## config.mk

```make
export PLATFORM = sky130hd
export DESIGN_NAME = sm4_result_serializer
export DESIGN_NICKNAME = d
export VERILOG_FILES = /design/src/rtl/sm4_encryptor_pkg.sv /design/src/rtl/sm4_block_fifo.sv /design/src/rtl/sm4_result_serializer.sv
export SDC_FILE = /design/constraint.sdc
export NUM_CORES = 1
export LEC_CHECK = 0
export BUFFER_PORTS_ARGS = -buffer_cell sky130_fd_sc_hd__buf_2
export CORE_ASPECT_RATIO = 0.75
export CORE_MARGIN = 5
export CORE_UTILIZATION = 30
export CTS_BUF_LIST = sky130_fd_sc_hd__clkbuf_4 sky130_fd_sc_hd__clkbuf_8 sky130_fd_sc_hd__clkbuf_16
export DETAILED_ROUTE_END_ITERATION = 12
export SLEW_MARGIN = 20
export SYNTH_ARGS = -nofsm -noshare
export SYNTH_HDL_FRONTEND = slang
export SYNTH_SLANG_ARGS = --single-unit
```

## constraint.sdc

```tcl
create_clock -name clk_i -period 20.4 [get_ports clk_i]
set_clock_uncertainty 0.15 [all_clocks]
set_input_delay 1.02 -clock clk_i [delete_from_list [all_inputs] [get_ports clk_i]]
set_output_delay 1.02 -clock clk_i [all_outputs]
set_load 0.02 [all_outputs]
```

## src/rtl/sm4_encryptor_pkg.sv

```systemverilog
// rtl/sm4_encryptor_pkg.sv - SM4 encryptor shared constants and helpers
package sm4_encryptor_pkg;

  localparam int group_size_p      = 128;
  localparam int sm4_word_width_gp = 32;

  function automatic int sm4_words_per_block(input int width);
    return group_size_p / width;
  endfunction

endpackage

```

## src/rtl/sm4_block_fifo.sv

```systemverilog
// rtl/sm4_block_fifo.sv - block-wide FIFO with occupancy and flush
module sm4_block_fifo
  import sm4_encryptor_pkg::*;
#(
  parameter int width_p = group_size_p,
  parameter int els_p   = 2
) (
  input  logic                       clk_i,
  input  logic                       reset_i,
  input  logic                       flush_i,
  input  logic                       push_i,
  input  logic [width_p-1:0]         data_i,
  input  logic                       pop_i,
  output logic [width_p-1:0]         data_o,
  output logic                       full_o,
  output logic                       empty_o,
  output logic [$clog2(els_p+1)-1:0] occupancy_o
);

  localparam int ptr_w_lp = (els_p > 1) ? $clog2(els_p) : 1;
  localparam int occ_w_lp = $clog2(els_p + 1);

  logic [width_p-1:0]  mem [els_p];
  logic [ptr_w_lp-1:0] wr_ptr, rd_ptr;
  logic [occ_w_lp-1:0] occ;

  function automatic logic [ptr_w_lp-1:0] ptr_next(input logic [ptr_w_lp-1:0] p);
    return (p == ptr_w_lp'(els_p - 1)) ? '0 : p + 1'b1;
  endfunction

  assign data_o      = mem[rd_ptr];
  assign full_o      = (occ == occ_w_lp'(els_p));
  assign empty_o     = (occ == '0);
  assign occupancy_o = occ;

  always_ff @(posedge clk_i) begin
    if (reset_i || flush_i) begin
      wr_ptr <= '0;
      rd_ptr <= '0;
      occ    <= '0;
    end else begin
      if (push_i) begin
        mem[wr_ptr] <= data_i;
        wr_ptr      <= ptr_next(wr_ptr);
      end
      if (pop_i)
        rd_ptr <= ptr_next(rd_ptr);
      case ({push_i, pop_i})
        2'b10:   occ <= occ + 1'b1;
        2'b01:   occ <= occ - 1'b1;
        default: occ <= occ;
      endcase
    end
  end

`ifndef SYNTHESIS
  always_ff @(posedge clk_i) begin
    if (!reset_i && !flush_i && pop_i)
      assert (!empty_o);
  end
`endif

endmodule

```

## src/rtl/sm4_result_serializer.sv

```systemverilog
// rtl/sm4_result_serializer.sv - buffers SM4 result blocks and emits them MSW-first as words
module sm4_result_serializer #(
  parameter int group_size_p = sm4_encryptor_pkg::group_size_p,
  parameter int word_width_p = sm4_encryptor_pkg::sm4_word_width_gp,
  parameter int fifo_els_p   = 2
) (
  input  logic                            clk_i,
  input  logic                            reset_i,
  input  logic [group_size_p-1:0]         crypt_i,
  input  logic                            v_i,
  output logic                            yumi_o,
  input  logic                            flush_i,
  output logic [word_width_p-1:0]         data_o,
  output logic                            v_o,
  input  logic                            ready_i,
  output logic                            last_o,
  output logic [$clog2(fifo_els_p+1)-1:0] occupancy_o
);

  localparam int wpb_lp   = group_size_p / word_width_p;
  localparam int cnt_w_lp = (wpb_lp > 1) ? $clog2(wpb_lp) : 1;

  logic                    full, empty, xfer, pop;
  logic [group_size_p-1:0] head;
  logic [cnt_w_lp-1:0]     cnt;
  logic [word_width_p-1:0] words [wpb_lp];

  // Acceptance looks only at stored occupancy, never at ready_i.
  assign yumi_o = v_i & ~full & ~flush_i & ~reset_i;
  assign v_o    = ~empty;
  assign last_o = v_o & (cnt == cnt_w_lp'(wpb_lp - 1));
  assign xfer   = v_o & ready_i;
  assign pop    = xfer & last_o;

  for (genvar k = 0; k < wpb_lp; k++) begin : g_word
    assign words[k] = head[group_size_p-1-k*word_width_p -: word_width_p];
  end

  assign data_o = v_o ? words[cnt] : '0;

  always_ff @(posedge clk_i) begin
    if (reset_i || flush_i)
      cnt <= '0;
    else if (xfer)
      cnt <= last_o ? '0 : cnt + 1'b1;
  end

  sm4_block_fifo #(
    .width_p (group_size_p),
    .els_p   (fifo_els_p)
  ) u_fifo (
    .clk_i       (clk_i),
    .reset_i     (reset_i),
    .flush_i     (flush_i),
    .push_i      (yumi_o),
    .data_i      (crypt_i),
    .pop_i       (pop),
    .data_o      (head),
    .full_o      (full),
    .empty_o     (empty),
    .occupancy_o (occupancy_o)
  );

`ifndef SYNTHESIS
  logic                    hold_r;
  logic [group_size_p-1:0] crypt_r;

  always_ff @(posedge clk_i) begin
    hold_r  <= v_i & ~yumi_o & ~reset_i;
    crypt_r <= crypt_i;
    if (!reset_i) begin
      assert (group_size_p % word_width_p == 0);
      if (hold_r && v_i)
        assert (crypt_i == crypt_r);
    end
  end
`endif

endmodule

```

=== Word-level counts from Yosys, hierarchy flattened ===
Memory sizes are Yosys's and may differ from the RTL's. A register that Yosys moved wholly into a read port is not among the register bits.
Cells that the tools add are included.

* Memories: 1
* Register bits after elaboration: 6
* Bits of input ports: 133
* Output and inout bits: 37
* Memory bits (writable): 256

* Bitwise operators: 11
* Reduce and logical (&&, ||, !) cells: 3
* Mux-type cells: 13
* Order comparisons: 1
* Eq/ne operators: 4
* Add/sub/neg operators: 5

{| class="wikitable"
|+ Memory list
! name !! depth !! width !! rd ports !! clocked after Yosys merged registers in !! write ports !! RTL line !! source
|-
| u_fifo.mem || 2 || 128 || 1 || 1 || 1 || sm4_block_fifo.sv:23 || <nowiki>logic [width_p-1:0] mem [els_p];</nowiki>
|}

{| class="wikitable"
|+ Operator list
! kind !! number
|-
| 32-bit 2-to-1 mux || 3
|-
| 32-bit binary-select mux with 2-bit select || 1
|-
| 1-bit 2-to-1 mux || 7
|-
| 1-bit AND || 6
|-
| 2-bit == test (second input constant) || 3
|-
| 2-bit by 1-bit adder with 2-bit output (second input constant) || 2
|-
| 1-bit inverter || 4
|-
| 2-bit case mux with 2 select lines || 1
|-
| 3-bit >= comparator (second input constant) || 1
|-
| 2-bit inverter with 3-bit output || 1
|-
| 1-bit adder (second input constant) || 2
|-
| 2-bit by 1-bit == test with 1-bit output (second input constant) || 1
|-
| 2-bit logical NOT || 1
|-
| 2-bit 2-to-1 mux || 1
|-
| 2-bit nonzero test || 1
|-
| 2-bit by 1-bit subtractor with 2-bit output (second input constant) || 1
|-
| 1-bit logical OR || 1
|}

=== Logic depth before layout (Yosys ltp) ===
* Depth in word-level cells: 8
* Gate-level depth with buffers: 7
* Mapped depth without buffers: 7

=== By module ===
A second synthesis with hierarchy kept.

* Cell total of the unflattened synthesis: 548
* Area total of the unflattened synthesis: 10563.9 um2

{| class="wikitable"
|+ By module, submodules not included
! module !! area each (um2) !! instances !! cells each
|-
| sm4_block_fifo || 9447.8 || 1 || 421
|-
| sm4_result_serializer || 1116.1 || 1 || 127
|}

=== Worst setup path after synthesis ===
No wires, ideal clock.

* Path type: in2reg
* Start point: in flush_i
* End point: mem u_fifo.mem[1][0] (netlist name), enable pin
* Stages on the path: 3
* Setup slack: 12.992 ns
* Library setup time: 0.617 ns
* Data arrival time: 6.641 ns
* Path buffers: 0
* Cell sequence: nor2_1 -> nand3_1 -> nor2_1

* Cells in the longest elaborated chain, start to end: 6
* Elaborated cells between the ends (all ways): 7
* Classes of those cells: 3 x mux; 3 x bitwise; 1 x reduce/logical

{| class="wikitable"
|+ Ends and longest elaborated chain
! what !! RTL line !! source
|-
| from (decl) || sm4_result_serializer.sv:12 || <nowiki>input logic flush_i,</nowiki>
|-
| 1-bit inverter || sm4_result_serializer.sv:29 || <nowiki>assign yumi_o = v_i & ~full & ~flush_i & ~reset_i;</nowiki>
|-
| 1-bit AND (2 in a row) || sm4_result_serializer.sv:29 ||
|-
| 1-bit 2-to-1 mux || sm4_block_fifo.sv:42 || <nowiki>if (push_i) begin</nowiki>
|-
| 1-bit 2-to-1 mux (*) || sm4_block_fifo.sv:37 || <nowiki>if (reset_i || flush_i) begin</nowiki>
|-
| 1-bit 2-to-1 mux (implied by the code) (*) || sm4_block_fifo.sv:43 || <nowiki>mem[wr_ptr] <= data_i;</nowiki>
|-
| to (decl) || sm4_block_fifo.sv:23 ||
|}

Every way passes the cells marked *; elsewhere a longest branch is shown, timed or not.

==> flow_summary_export.csv <==
group,metric,value,unit
cts,post_cts_buffers,0,
drt,drc,0,
layout,fin_util,0.3653,
floorplanning,ioPinCount,170,
hold_path,min_path_type,"reg2reg",
placed_design,dp_cells,1187,
placed_design,post_dp_cell_area,11700,um^2
sta,finalMaxSlewViolations,0,
layout,final_cells,1241,
worst_setup_path,slowest_delay,730,ps
layout,drive_gt1_frac,0.4194,
worst_setup_path,path_delay_family,"buffers and inverters",
run_status,outcome,"finished clean",
logic_synthesis,synth_most_common_cell,"edfxtp_1",
job,cap_violations,0,
hold_path,hp-start,"u_fifo.rd_ptr$_SDFFE_PP0P_",
worst_setup_path,worst_setup_path_end_kind,"primary output",
cts,cts_hold_buf,0,
logic_synthesis,syn_inst,592,
sta,post-route-min-period,3871,ps
layout,stdcell_area,12620,um^2
logic_synthesis,synth_edf_count,256,
cts,clk_latency,530,ps
pwr,peakVddDrop,0.05829,mV
sta,slew_headroom,0.2996,
drt,drt_pass1_iterations,4,
worst_setup_path,crit_fanout,79,
logic_synthesis,avgSynthCellArea,17.68,um^2
drt,drt-total-wl,22.87,mm
logic_synthesis,ys_warn_count,0,
logic_synthesis,synth_seq_cells,263,
sta,tns,0,ps
floorplanning,initial_core_util,0.3029,
worst_setup_path,path_class,"reg2out",
worst_setup_path,arrival,2700,ps
floorplanning,num_rows,59,
worst_setup_path,r2r_end,"u_fifo.mem[1][72]$_DFFE_PP_",
pwr,power_density,90.13,nW/um^2
drt,avgRoutedWirePerCell,18.43,um
global_route,grt_pass1_wl,33.60,mm
cts,path_clk_slew,60,ps
sta,fin_crit_sh,0.1898,
sta,final_hold_viol_count,0,
cts,cts_num_sinks,263,
pwr,p_leak,0.004372,uW
worst_setup_path,cp.required,19230,ps
worst_setup_path,ff2ff_setup_slack,17210,ps
logic_synthesis,synth_common_cells,"256 x edfxtp_1, 64 x mux2_2, 32 x a211oi_1, 32 x nor2b_1",
worst_setup_path,critPathBufInv,2,
hold_path,holdPathEnd,"u_fifo.rd_ptr$_SDFFE_PP0P_",
logic_synthesis,ys_types,37,
sta,setup_viol,0,
layout,num-nets-final,896,
sta,worstMarginPinSlew,1051,ps
logic_synthesis,synth_nets,727,
floorplanning,die_x,225.7,um
logic_synthesis,synthArstFlopShare,0,
worst_setup_path,start_kind,"register",
global_route,grt_pass1_vias,5853,
global_route,grt_use_total,0.1128,
floorplanning,core_area,34550,um^2
worst_setup_path,reg2reg_depth,5,
logic_synthesis,syn_area,10460,um^2
drt,drtIter0Drc,330,
cts,clock_path_buffers,3,
placed_design,port_buffers,169,
placed_design,place_congestion,0.6981,
global_route,grt-ovfl-total,0,
worst_setup_path,r2r_start,"u_fifo.occupancy_o[0]$_SDFFE_PP0P_",
sta,rsz0062_at_grt,"no",
cts,cts-root-buf,"clkbuf_16",
drt,num_vias,5771,
floorplanning,dieArea,38750,um^2
hold_path,holdPathStages,2,
drt,final_antenna_net_count,0,
logic_synthesis,ys_seq_area_frac,0.7481,
logic_synthesis,synth_area_leaders,"edfxtp_1 73%, mux2_2 6.9%, mux2_4 4.4%",
logic_synthesis,yosys.area.top_type,"edfxtp_1",
drt,vias_per_cell,4.650,
worst_setup_path,cp_slowest_cell,"buf_4",
cts,cts_tree,"built",
logic_synthesis,synth_flop_cell,"edfxtp_1",
sta,clock.fmax,258.3,MHz
layout,areaGrowthSynthToFinish,20.62,%
cts,numCtsBuffers,29,
global_route,grt_start_max_net_pins,80,
placed_design,hpwl,13.64,mm
logic_synthesis,synth.top_cell.area_share,0.7347,
floorplanning,fp.dieH,171.7,um
layout,fillerInstances,3292,
worst_setup_path,crit_chain,"buf_4 -> mux2_2 -> o22ai_1 -> nor3_1 -> buf_2",
cts,h-tree-depth,1,
global_route,antenna_found_initial,10,
cts,cts_resized,0,
[where the power goes]
group          switching [uW]  leakage, uW  internal (uW)  total [uW]
sequential               1.70      0.00238            602         604
combinational            19.2      0.00154           16.6        35.8
clock                     204     0.000450            294         497
[layout make-up]
cell class	instances	area, um^2	area share
Clock buffer	38	818.3	0.06484
Clock inverter	14	102.6	0.008129
Multi-Input combinational cell	289	2389	0.1893
Antenna cell	2	5.005	0.0003965
Timing Repair Buffer	174	883.3	0.06999
Inverter	4	20.02	0.001586
Sequential cell	263	7831	0.6205
Tap cell	457	571.8	0.04531
[sequential cells by signal (all words and copies together), names as in the netlist, named ones only]
| name | cells |
|---|---|
| u_fifo.mem | 256 |
| cnt | 2 |
| u_fifo.occupancy_o | 2 |
| u_fifo.rd_ptr | 1 |
| u_fifo.wr_ptr | 1 |
[layer usage]
layer,track usage,share of wire,up-vias
met5,0,0.0032,-
met4,0.02867,0.024,12
met3,0.03668,0.067,56
met2,0.1844,0.47,155
met1,0.1465,0.43,2863
li1,-,-,2685
[placed cells by master, fill, tap and decap left out, types with 3 or more instances in the layout]
cell          n
a211oi_1     32
o22ai_1      31
o21ai_0       4
buf_4         5
buf_2       169
clkinv_1      6
or2_2         3
clkbuf_8      4
clkbuf_16    29
clkbuf_4      5
nor2b_1      32
clkinvlp_4    3
o21ai_1      29
mux2_4       31
edfxtp_1    256
a21oi_1       4
nor3_1       31
inv_1         3
inv_6         3
mux2_2       64
dfxtp_1       6
nor2_1        4
[worst max path at each step]
stage              from                          end  cells after the start
6_report       register                   data_o[24]                      5
4_1_cts        register                   data_o[31]                      5
2_1_floorplan   flush_i   u_fifo.mem[1][0]$_DFFE_PP_                      3
5_1_grt        register                   data_o[24]                      5
3_3_place_gp    flush_i  u_fifo.mem[1][79]$_DFFE_PP_                      6
3_5_place_dp    flush_i  u_fifo.mem[1][70]$_DFFE_PP_                      6
[kinds of logic after synthesis]
group,after synthesis,synth area share
buffers and inverters,40,0.02511
XOR/XNOR,3,0.002512
multiplexers,96,0.1144
adder cells (fa/ha/maj),2,0.002391
flip-flops,263,0.7481
AO/OA/AOI/OAI,104,0.06278
AND/OR/NAND/NOR,84,0.04472
[tightest hold or removal path, delay by kind of cell, from the launching register on]
kind          cells  cell delay, ps
flops             1             330
xor+xnor          1              80
simple gates      1              80
[through the flow]
step	setup WS (ps)	power [uW]	hold WS, ps
floorplan	12990	630.9	322.5
global placement	16530	650.5	337.9
detailed placement	16500	651.9	350.1
CTS	16470	1154	366.1
global route	16360	1179	425.2
finish	16530	1138	367.0
No activity file was read; power rests on OpenSTA's default activity.
